File: src/rtl/mem_port_arbiter_if.sv
// Bus bundle for mem_port_arbiter: fetch port, data port and single-port memory side.
// master = requesters + memory model, slave = the arbiter.
interface mem_port_arbiter_if #(
    parameter int ADDR_W = 32,
    parameter int DATA_W = 32
);
    logic                  if_req;
    logic [ADDR_W-1:0]     if_addr;
    logic                  if_ready;
    logic [DATA_W-1:0]     if_rdata;

    logic                  dm_req;
    logic                  dm_we;
    logic [DATA_W/8-1:0]   dm_wstrb;
    logic [ADDR_W-1:0]     dm_addr;
    logic [DATA_W-1:0]     dm_wdata;
    logic                  dm_ready;
    logic [DATA_W-1:0]     dm_rdata;

    logic                  mem_en;
    logic [DATA_W/8-1:0]   mem_wstrb;
    logic [ADDR_W-1:0]     mem_addr;
    logic [DATA_W-1:0]     mem_wdata;
    logic [DATA_W-1:0]     mem_rdata;

    modport master (
        output if_req, if_addr, dm_req, dm_we, dm_wstrb, dm_addr, dm_wdata, mem_rdata,
        input  if_ready, if_rdata, dm_ready, dm_rdata, mem_en, mem_wstrb, mem_addr, mem_wdata
    );

    modport slave (
        input  if_req, if_addr, dm_req, dm_we, dm_wstrb, dm_addr, dm_wdata, mem_rdata,
        output if_ready, if_rdata, dm_ready, dm_rdata, mem_en, mem_wstrb, mem_addr, mem_wdata
    );
endinterface

File: src/rtl/mem_port_arbiter.sv
// Two-requester (fetch/data) arbiter onto one single-port synchronous memory, latency 1.
// Define ARB_ROUND_ROBIN_EN for round-robin tie-break; default gives the data port priority.
module mem_port_arbiter #(
    parameter int ADDR_W = 32,
    parameter int DATA_W = 32
) (
    input  logic               original_clk,
    input  logic               rst,
    mem_port_arbiter_if.slave  bus
);
    localparam int STRB_W = DATA_W / 8;

    logic                r_if_out;
    logic                r_dm_out;
    logic                r_last_grant;

    logic                w_if_elig;
    logic                w_dm_elig;
    logic                w_grant_if;
    logic                w_grant_dm;
    logic [ADDR_W-1:0]   w_mem_addr;
    logic [DATA_W-1:0]   w_mem_wdata;
    logic [STRB_W-1:0]   w_mem_wstrb;

    // Gating with rst keeps the memory strobe quiet while reset is held.
    assign w_if_elig = rst & bus.if_req & ~r_if_out;
    assign w_dm_elig = rst & bus.dm_req & ~r_dm_out;

`ifdef ARB_ROUND_ROBIN_EN
    assign w_grant_dm = w_dm_elig & (~w_if_elig | ~r_last_grant);
    assign w_grant_if = w_if_elig & ~w_grant_dm;
`else
    logic w_unused_last_grant;
    assign w_unused_last_grant = r_last_grant;
    assign w_grant_dm = w_dm_elig;
    assign w_grant_if = w_if_elig & ~w_dm_elig;
`endif

    always_comb begin
        w_mem_addr  = '0;
        w_mem_wdata = '0;
        w_mem_wstrb = '0;
        if (w_grant_dm) begin
            w_mem_addr  = bus.dm_addr;
            w_mem_wdata = bus.dm_wdata;
            w_mem_wstrb = bus.dm_we ? bus.dm_wstrb : '0;
        end else if (w_grant_if) begin
            w_mem_addr  = bus.if_addr;
        end
    end

    assign bus.mem_en    = w_grant_if | w_grant_dm;
    assign bus.mem_addr  = w_mem_addr;
    assign bus.mem_wdata = w_mem_wdata;
    assign bus.mem_wstrb = w_mem_wstrb;

    // Outstanding flag doubles as the ready pulse: the memory answers one cycle after issue.
    always_ff @(posedge original_clk or negedge rst) begin
        if (!rst) begin
            r_if_out     <= 1'b0;
            r_dm_out     <= 1'b0;
            r_last_grant <= 1'b0;
        end else begin
            r_if_out <= w_grant_if;
            r_dm_out <= w_grant_dm;
            if (w_grant_if | w_grant_dm)
                r_last_grant <= w_grant_dm;
        end
    end

    assign bus.if_ready = r_if_out;
    assign bus.dm_ready = r_dm_out;
    assign bus.if_rdata = r_if_out ? bus.mem_rdata : '0;
    assign bus.dm_rdata = r_dm_out ? bus.mem_rdata : '0;
endmodule

File: src/flat_wrapper.sv
// flat-port wrapper written by rule: the top's interface ports become plain ports
module mem_port_arbiter_flat 
#(
    parameter int ADDR_W = 32,
    parameter int DATA_W = 32
)
  (original_clk, rst, bus_if_req, bus_if_addr, bus_dm_req, bus_dm_we, bus_dm_wstrb, bus_dm_addr, bus_dm_wdata, bus_mem_rdata, bus_if_ready, bus_if_rdata, bus_dm_ready, bus_dm_rdata, bus_mem_en, bus_mem_wstrb, bus_mem_addr, bus_mem_wdata);
  mem_port_arbiter_if #(.ADDR_W(ADDR_W), .DATA_W(DATA_W)) bus_i ();
  input  logic original_clk;
  input  logic rst;
  input wire logic [$bits(bus_i.if_req)-1:0] bus_if_req;
  input wire logic [$bits(bus_i.if_addr)-1:0] bus_if_addr;
  input wire logic [$bits(bus_i.dm_req)-1:0] bus_dm_req;
  input wire logic [$bits(bus_i.dm_we)-1:0] bus_dm_we;
  input wire logic [$bits(bus_i.dm_wstrb)-1:0] bus_dm_wstrb;
  input wire logic [$bits(bus_i.dm_addr)-1:0] bus_dm_addr;
  input wire logic [$bits(bus_i.dm_wdata)-1:0] bus_dm_wdata;
  input wire logic [$bits(bus_i.mem_rdata)-1:0] bus_mem_rdata;
  output wire logic [$bits(bus_i.if_ready)-1:0] bus_if_ready;
  output wire logic [$bits(bus_i.if_rdata)-1:0] bus_if_rdata;
  output wire logic [$bits(bus_i.dm_ready)-1:0] bus_dm_ready;
  output wire logic [$bits(bus_i.dm_rdata)-1:0] bus_dm_rdata;
  output wire logic [$bits(bus_i.mem_en)-1:0] bus_mem_en;
  output wire logic [$bits(bus_i.mem_wstrb)-1:0] bus_mem_wstrb;
  output wire logic [$bits(bus_i.mem_addr)-1:0] bus_mem_addr;
  output wire logic [$bits(bus_i.mem_wdata)-1:0] bus_mem_wdata;
  assign bus_i.if_req = bus_if_req;
  assign bus_i.if_addr = bus_if_addr;
  assign bus_i.dm_req = bus_dm_req;
  assign bus_i.dm_we = bus_dm_we;
  assign bus_i.dm_wstrb = bus_dm_wstrb;
  assign bus_i.dm_addr = bus_dm_addr;
  assign bus_i.dm_wdata = bus_dm_wdata;
  assign bus_i.mem_rdata = bus_mem_rdata;
  assign bus_if_ready = bus_i.if_ready;
  assign bus_if_rdata = bus_i.if_rdata;
  assign bus_dm_ready = bus_i.dm_ready;
  assign bus_dm_rdata = bus_i.dm_rdata;
  assign bus_mem_en = bus_i.mem_en;
  assign bus_mem_wstrb = bus_i.mem_wstrb;
  assign bus_mem_addr = bus_i.mem_addr;
  assign bus_mem_wdata = bus_i.mem_wdata;
  mem_port_arbiter #(.ADDR_W(ADDR_W), .DATA_W(DATA_W)) u_core (.original_clk(original_clk), .rst(rst), .bus(bus_i));
endmodule
File: config.mk
export PLATFORM = sky130hd
export DESIGN_NAME = mem_port_arbiter_flat
export DESIGN_NICKNAME = d
export VERILOG_FILES = /design/src/rtl/mem_port_arbiter_if.sv /design/src/rtl/mem_port_arbiter.sv /design/src/flat_wrapper.sv
export SDC_FILE = /design/constraint.sdc
export NUM_CORES = 1
export LEC_CHECK = 0
export CAP_MARGIN = 20
export CORE_AREA = 2 2 106 108
export DETAILED_ROUTE_END_ITERATION = 6
export DIE_AREA = 0 0 108 110
export SLEW_MARGIN = 20
export SYNTH_ARGS = -nofsm -noshare
export SYNTH_HDL_FRONTEND = slang
export SYNTH_SLANG_ARGS = --single-unit
File: constraint.sdc
create_clock -name original_clk -period 2.2 [get_ports original_clk]
set_clock_uncertainty 0.1 [all_clocks]
set_input_delay 0.55 -clock original_clk [delete_from_list [all_inputs] [get_ports original_clk]]
set_output_delay 0.55 -clock original_clk [all_outputs]
set_load 0.03 [all_outputs]
Word level (Yosys, flattened, before mapping). Index checks and enable logic that the tools add are counted.

Register bits after elaboration: 2. Input bits: 137. Output and inout port bits: 135. Word-level logic and storage cells: 18.

Muxes and demuxes: 7. Bitwise operators: 9.

Operators with widths (count): $mux W32 (5); $mux W4 (2); $and A1 B1 Y1 (5); $not A1 Y1 (3); $or A1 B1 Y1 (1).

Depth between registers and ports, before layout. Gate-level depths: netlist of the first run.

Depth in word-level cells: 6. Gate-level depth with buffers: 4. Gate-level depth less buffers: 2.

Worst setup path after synthesis of the first run. No wires, ideal clock.

Path type: flip-flop to output port. From: register u_core.r_dm_out, in the netlist u_core.bus.dm_ready. To: output port bus_mem_addr[10]. Arrival: 1.384 ns. Required time: 1.550 ns. Path slack: 0.166 ns. Cell stages (with the launch flop): 5. Buffers on the path: 2. Cell sequence: dfrtp_1 -> and3b_1 -> buf_6 -> buf_2 -> a32o_1.

Longest elaborated chain between the ends: 6.

Ends and longest elaborated chain: from (decl) (RTL line mem_port_arbiter.sv:14) `logic r_dm_out;`; from (signal assigned) (RTL line mem_port_arbiter.sv:65) `r_dm_out <= w_grant_dm;`; $not A1 Y1 (*) (RTL line mem_port_arbiter.sv:27) `assign w_dm_elig = rst & bus.dm_req & ~r_dm_out;`; $and A1 B1 Y1 (*) (RTL line mem_port_arbiter.sv:27); $not A1 Y1 (RTL line mem_port_arbiter.sv:36) `assign w_grant_if = w_if_elig & ~w_dm_elig;`; $and A1 B1 Y1 (RTL line mem_port_arbiter.sv:36); $mux W32 (RTL line mem_port_arbiter.sv:47) `end else if (w_grant_if) begin`; $mux W32 (*) (RTL line mem_port_arbiter.sv:43) `if (w_grant_dm) begin`; to (decl) (RTL line flat_wrapper.sv:25) `output wire logic [$bits(bus_i.mem_addr)-1:0] bus_mem_addr;`.

Every way passes the cells marked *; elsewhere a longest branch is shown, timed or not.

Final worst setup path of the first run.
From: input port rst. To: output port bus_mem_addr[30].

Longest elaborated chain between the ends: 6. Elaborated cells on any way between the ends: 8. Classes of those cells: mux: 2; bitwise: 6.

Ends and longest elaborated chain: from (decl) (RTL line flat_wrapper.sv:10) `input logic rst;`; $and A1 B1 Y1 (2 in series) (RTL line mem_port_arbiter.sv:27); $not A1 Y1 (RTL line mem_port_arbiter.sv:36); $and A1 B1 Y1 (RTL line mem_port_arbiter.sv:36); $mux W32 (RTL line mem_port_arbiter.sv:47); $mux W32 (*) (RTL line mem_port_arbiter.sv:43).

Marks and branches as above.

==> summary by stage, run 1 <==
STA
The setup slack after layout is -0.147 ns. The final hold slack is 0.100 ns. After layout, the minimum clock period comes to about 2.3 ns. Setup violations remaining at the end of the flow were counted as 64. Setup repair after global routing could not meet its margin everywhere. The normalized max-slew margin is 79.7%. Based on the critical path, the design can be clocked at up to between 0.4 and 0.5 GHz. Dividing the final minimum period by the clock period gives 107%. The final-report max-slew violation count came to 0. The count of endpoints failing hold in the final timing report was 0. Summed over all failing endpoints, the final setup total negative slack is -5.54 ns. The actual transition at the worst max-transition pin is 0.303 ns.

Power and ir drop
The static power due to leakage is 2.07 nW. The switching power is roughly 0.48 mW. The total power per unit cell area is 263 mW/mm^2. In this run switching power makes up 40.0% of total power. Summing internal, switching and leakage power gives 1.19 mW. Internal power comes to 0.717 mW. The peak supply drop is between 150 and 200 uV. The proportion of power drawn by flip-flops and latches is 3.4%. The logic gate share of total power is 84.1%. The clock network burns 12.5% of the power.

Routing
The number of detailed-routing iterations run before antenna repair is 4. The detailed-route vias per instance is 4.07. The post-detailed-route wirelength per cell is 17.1 microns. The detailed-route DRC error count is 0.

The via count is 2357. Summed over all layers, the routed wires come to roughly 9900 microns. Once detail routing completed, the nets flagged for antenna violations numbered 0.

In this run, the number of DRC markers left after iteration 0 of detailed routing was 98.

Setup path
The worst register-to-register path ends at u_core.bus.if_ready. The critical path goes through buf_6 -> and3b_2 -> buf_8 -> buf_12 -> clkbuf_16 -> a32o_1 -> buf_6. Data on the critical path is required at its endpoint by 1.55 ns. The cell repeated most along the worst path is sky130_fd_sc_hd__buf_6. Tracing the worst setup path back leads to its startpoint at rst. The worst setup path is of the in -> out kind. The worst register-to-register path begins at u_core.bus.if_ready.

The worst setup path is launched from an input port. STA puts the critical path data arrival time at 1.70 ns. In this design, the stage delay of the slowest critical-path cell is 0.25 ns. On the critical path, the stage with the largest delay is an instance of sky130_fd_sc_hd__and3b_2. Along the worst path, the maximum fanout reaches 9. The kind of end point of the critical path is a primary output. The number of cells on the worst reg-to-reg path is 3. Across all register-to-register paths, the minimum setup slack is 0.87 ns. The capture point of the critical path is bus_mem_addr[30].

Clocking
The master cell of the clock root buffer is sky130_fd_sc_hd__clkbuf_8. Clock-pin slew was measured on the worst setup and hold paths at approximately 0.03 ns. Counting every sink on the clock net gives 2. The clock tree from TritonCTS is done. The H-tree depth reported by CTS is 1.

The clock passes through at most 2 buffers. The insertion delay of the later-clocked pin in the worst-skew pair is 0.21 ns. Buffers inserted during clock tree synthesis total 3.

Cells and area
The register area is 50.0 sq um. The number of nets in the final layout is 578. The core occupancy in the finished layout is a little over two fifths. The area growth from synthesis to layout is 288%. The area taken by multi-input logic gates is between 0.001 and 0.0015 sq mm.

The fill cell instance count of the final layout is 1064. The number of antenna diodes in the final layout is 0. The cell area after layout is 0.00455 sq mm.

The post-route netlist has a little under half of its cells at a drive strength greater than 1. The filler-free cell count of the finished design is 579.

Run status
The final reports fail on negative setup slack. The flow ran to the end, but the final reports show violations.

Worst hold path
In this run the worst hold path is classified as in -> async.

Global routing
The aggregate global routing overflow is 0. The largest net degree at the start of global routing is 34. The number of antenna violations at the first check in global routing is 0. The first-pass GRT wire length is around 14000 microns.

The overall track demand over capacity in global routing is 14.7%. The via count of the first global-routing pass is about 2400.

Floorplanning
The horizontal die dimension is 108 microns. The row count is 38. The I/O pin total is 272. The initial utilization of the core area, before any placement, comes to 11.0%. The die covers 0.0119 sq mm. From bottom edge to top edge, the die measures 110 microns. The core region is 0.0107 sq mm.

Yosys
The post-synthesis average cell area is 7.28 sq um. The net count after synthesis is between 200 and 300. The largest area contributor in the netlist is sky130_fd_sc_hd__and2_1. The area share of the largest cell type after synthesis is 51.8%.

The number of instances in the synthesized netlist is roughly 160. Of the synthesized area, sequential elements account for 4.27%. The Yosys warning count is 0. By area the synthesized netlist is led by sky130_fd_sc_hd__and2_1 (52%), sky130_fd_sc_hd__a32o_1 (27%), sky130_fd_sc_hd__buf_6 (5.8%), sky130_fd_sc_hd__dfrtp_1 (4.3%), sky130_fd_sc_hd__buf_2 (3.4%). In this run, synthesis produced a sequential element count of 2. The post-synthesis cell type count is 11. The synthesized cell area is 0.00117 sq mm.

Placed design
The number of instances in the placed design is 556. The half-perimeter wire length after placement is 6350 microns. The instance area at placement is approximately 0.0037 sq mm. At the end of routability-driven placement, the weighted congestion stood at 0.808.

Buffers placed on the I/O ports in this run total 271. Timing analysis after detailed placement gives a worst setup slack of -0.396 ns.

Job
The tool flagged a number of max-cap violations equal to 0.
## area by class of cell
type / instances / share of cell area (%)
clock buffer: 3 / 0.908
multi-input combinational: 137 / 23.8
sequential: 2 / 1.10
tap: 140 / 3.85
timing repair buffer: 297 / 70.3
## layer usage
layer	share of wire [%]	global-route usage (%)	vias to the layer above	wire, microns
met5	0	0	-	0
met4	0.72	2.47	0	71
met3	9.6	3.35	4	951
met2	51	27.6	150	5090
met1	38	17.4	1070	3780
li1	-	-	1133	-
## flip-flops by register name (all words and copies together) (netlist names)
register             count
u_core.bus.dm_ready      1
u_core.bus.if_ready      1
## power by group through the flow
stage                     registers (mW)  clock network, mW  logic [mW]
after floorplan                   0.0455                  0       0.364
after global placement            0.0409                  0       0.816
after detailed placement          0.0408                  0       0.817
after CTS                         0.0403              0.156        1.01
after global routing              0.0405              0.159        1.05
final                             0.0404              0.150        1.00
## timing repair
| action | in CTS | in global routing |
|---|---|---|
| gates cloned | 11 | 1 |
| hold buffers | 0 | 0 |
| pin swaps | 15 | 5 |
| setup endpoints to repair | 69 | 69 |
| buffers inserted | 9 | 0 |
| resized for setup | 130 | 6 |
## worst max-delay path, delay by kind of cell
kind	cells	cell delay, ns
AOI/OAI and AO/OA	1	0.21
and+or+nand+nor	1	0.25
buffers and inverters	5	0.69
## layout by cell type (no fill, tap or decap), types with 2 or more instances in the layout
cell type / n
sky130_fd_sc_hd__clkdlybuf4s50_1: 134
sky130_fd_sc_hd__buf_6: 72
sky130_fd_sc_hd__and2_1: 69
sky130_fd_sc_hd__buf_4: 68
sky130_fd_sc_hd__and2_4: 28
sky130_fd_sc_hd__a32o_1: 25
sky130_fd_sc_hd__buf_12: 11
sky130_fd_sc_hd__buf_16: 10
sky130_fd_sc_hd__a32o_2: 7
sky130_fd_sc_hd__and3_4: 4
sky130_fd_sc_hd__clkbuf_8: 3
sky130_fd_sc_hd__and3b_2: 2
sky130_fd_sc_hd__dfrtp_1: 2
## worst min-delay path by stage
stage                             start                  end  slack [ns]
finish                              rst  u_core.bus.dm_ready        0.10
global route                        rst  u_core.bus.dm_ready         0.1
CTS                                 rst  u_core.bus.dm_ready        0.09
detailed placement  u_core.bus.dm_ready  u_core.bus.dm_ready        0.76
floorplan                           rst  u_core.bus.dm_ready        0.15
global placement                    rst  u_core.bus.dm_ready        0.76
## cells by family (layout without fill, tap and decap cells)
family	count (synthesis)	in the layout	synth area share, %
compound gates	32	32	27.3
buf+inv	22	300	12.0
flops	2	2	4.27
simple gates	105	105	56.5
## cell usage after synthesis
library cell and instances:
sky130_fd_sc_hd__and2_1 97, sky130_fd_sc_hd__a32o_1 32, sky130_fd_sc_hd__buf_2 8, sky130_fd_sc_hd__buf_6 6, sky130_fd_sc_hd__clkbuf_1 6, sky130_fd_sc_hd__and3_1 4
sky130_fd_sc_hd__and3b_1 2, sky130_fd_sc_hd__clkbuf_2 2, sky130_fd_sc_hd__dfrtp_1 2, sky130_fd_sc_hd__nand2b_1 1, sky130_fd_sc_hd__or2_1 1
Power figures use the tool's default switching activity.
==> run 2, diff against run 1 <==
SLEW_MARGIN = unset   (was 20)
==> results of run 2 <==
No change in the layout: final DEF, timing and power equal those of run 1.
==> patch (flow settings as in run 1) <==
The option `ARB_ROUND_ROBIN_EN` is turned on by a define.
--- a/src/rtl/mem_port_arbiter.sv
+++ b/src/rtl/mem_port_arbiter.sv
@@ -1,5 +1,7 @@
 // Two-requester (fetch/data) arbiter onto one single-port synchronous memory, latency 1.
 // Define ARB_ROUND_ROBIN_EN for round-robin tie-break; default gives the data port priority.
+`define ARB_ROUND_ROBIN_EN
+
 module mem_port_arbiter #(
     parameter int ADDR_W = 32,
     parameter int DATA_W = 32
Check against the original RTL: not equivalent (Yosys sat finds a counterexample within 4 cycles, from zero or initial values and one cycle with rst low).
==> patch against run 1 <==
The run still ends with setup timing left. Worst setup slack gained 84 ps. Wire length shrank 6.6%. Via count increased by 0.59%. Maximum frequency up 3.7%. Sequential share of layout area up 0.59 points. Total power grew 23%. Sequential cell count is 1 higher. Area after synthesis is 0.64% higher. Non-clock buffer count is the same. Cell area grew 0.61%. Critical endpoint is now bus_mem_addr[2]. Highest routed layer unchanged.
==> patch: results (changes against run 1) <==
Critical-path top delay cell o311a_4; setup TNS -1920 ps (+3620 ps); Syn Area/Cell 7.37 µm² (+1.3%); Leak 2.11 nW (+1.6%); fill cell count 1034 (-2.8%); RR Startpoint u_core.bus.dm_ready; first-pass GRT wire length 12300 µm (-9.8%); failing checks setup timing; vias in the first global route 2327 (-3.8%); GRT Resource Usage Total 13.5% (-1.3 points); status finished, violations left; minimum hold slack 29.1 ps (-71.4 ps); Worst R2R Path Depth 6 (+3); post-synthesis sequential area ratio 6.36% (+2.1 points); R2R Path End u_core.r_last_grant; final setup vio count 60 (-6.3%); synth top area cells and2_1 (51%), a22o_1 (24%), dfrtp_1 (6.4%), buf_6 (3.8%), clkbuf_1 (2.2%); share of layout cells above drive strength 1 47.9% (+0.73 points); setup ws final -62.6 ps (+84.1 ps); worst ir drop on vdd 120 µV (-26%); placed cell count 565 (+1.6%); Non-Filler Instances 589 (+1.7%); WL/cell 15.7 µm (-8.2%); syn nets 297 (-0.34%); DP Area 3830 µm² (+2.3%)
## patch: what timing repair did
action                                 in CTS  in global routing
setup endpoints to repair                  69                 69
gates resized for setup                   103                 32
buffers inserted                           10                  0
pin swaps                                  20                 34
endpoints found under the hold margin       0                  0
cloned                                      7                  4
## patch: stage by stage
step	setup slack [ps]	total power [mW]	util (%)
after global routing	-131	1.54	42.8
after floorplan	71.3	0.561	-
after CTS	-55.5	1.44	41.4
after global placement	-524	1.08	35.8
final	-62.6	1.47	42.8
after detailed placement	-545	1.08	35.8
## patch: kinds of logic after synthesis
kind of cell    after synthesis
buf+inv                      17
compound gates               37
flops                         3
simple gates                103
## patch: worst max path at each step
stage / from / to / slack [ps]
2_1_floorplan: u_core.bus.dm_ready / bus_mem_wdata[12] / 70
3_3_place_gp: bus_dm_req / bus_mem_addr[29] / -520
3_5_place_dp: bus_dm_req / bus_mem_addr[22] / -540
4_1_cts: bus_if_req / bus_mem_addr[28] / -60
5_1_grt: u_core.bus.if_ready / bus_mem_addr[2] / -130
6_report: bus_if_req / bus_mem_addr[2] / -60
## patch: worst register-to-register path, delay by kind of cell, from the launching register on
family	cells	cell delay [ps]
buffers and inverters	3	440
flip-flops	1	420
AO/OA/AOI/OAI	2	190
AND/OR/NAND/NOR	1	140
## patch: area by class of cell
type,count,share of cell area [%]
clock buffers,4,0.984
inverters,1,0.137
multi-input cells,144,26.0
flip-flops and latches,3,1.70
well taps,140,3.83
repair buffers,297,67.4
## patch: per-layer routing
metal / track usage (%) / vias to the layer above / routed length (µm)
li1: - / 1140 / -
met1: 12.9 / 1072 / 2940
met2: 28.5 / 152 / 5340
met3: 3.70 / 7 / 908
met4: 2.38 / 0 / 62
met5: 0 / - / 0
## patch: where the power goes
group          switching, mW  leakage (nW)  total (mW)  internal (mW)
registers             0.0231        0.0354      0.0875         0.0644
logic                  0.559          2.05        1.22          0.657
clock network         0.0381        0.0228       0.162          0.124
total                  0.621          2.11        1.47          0.846
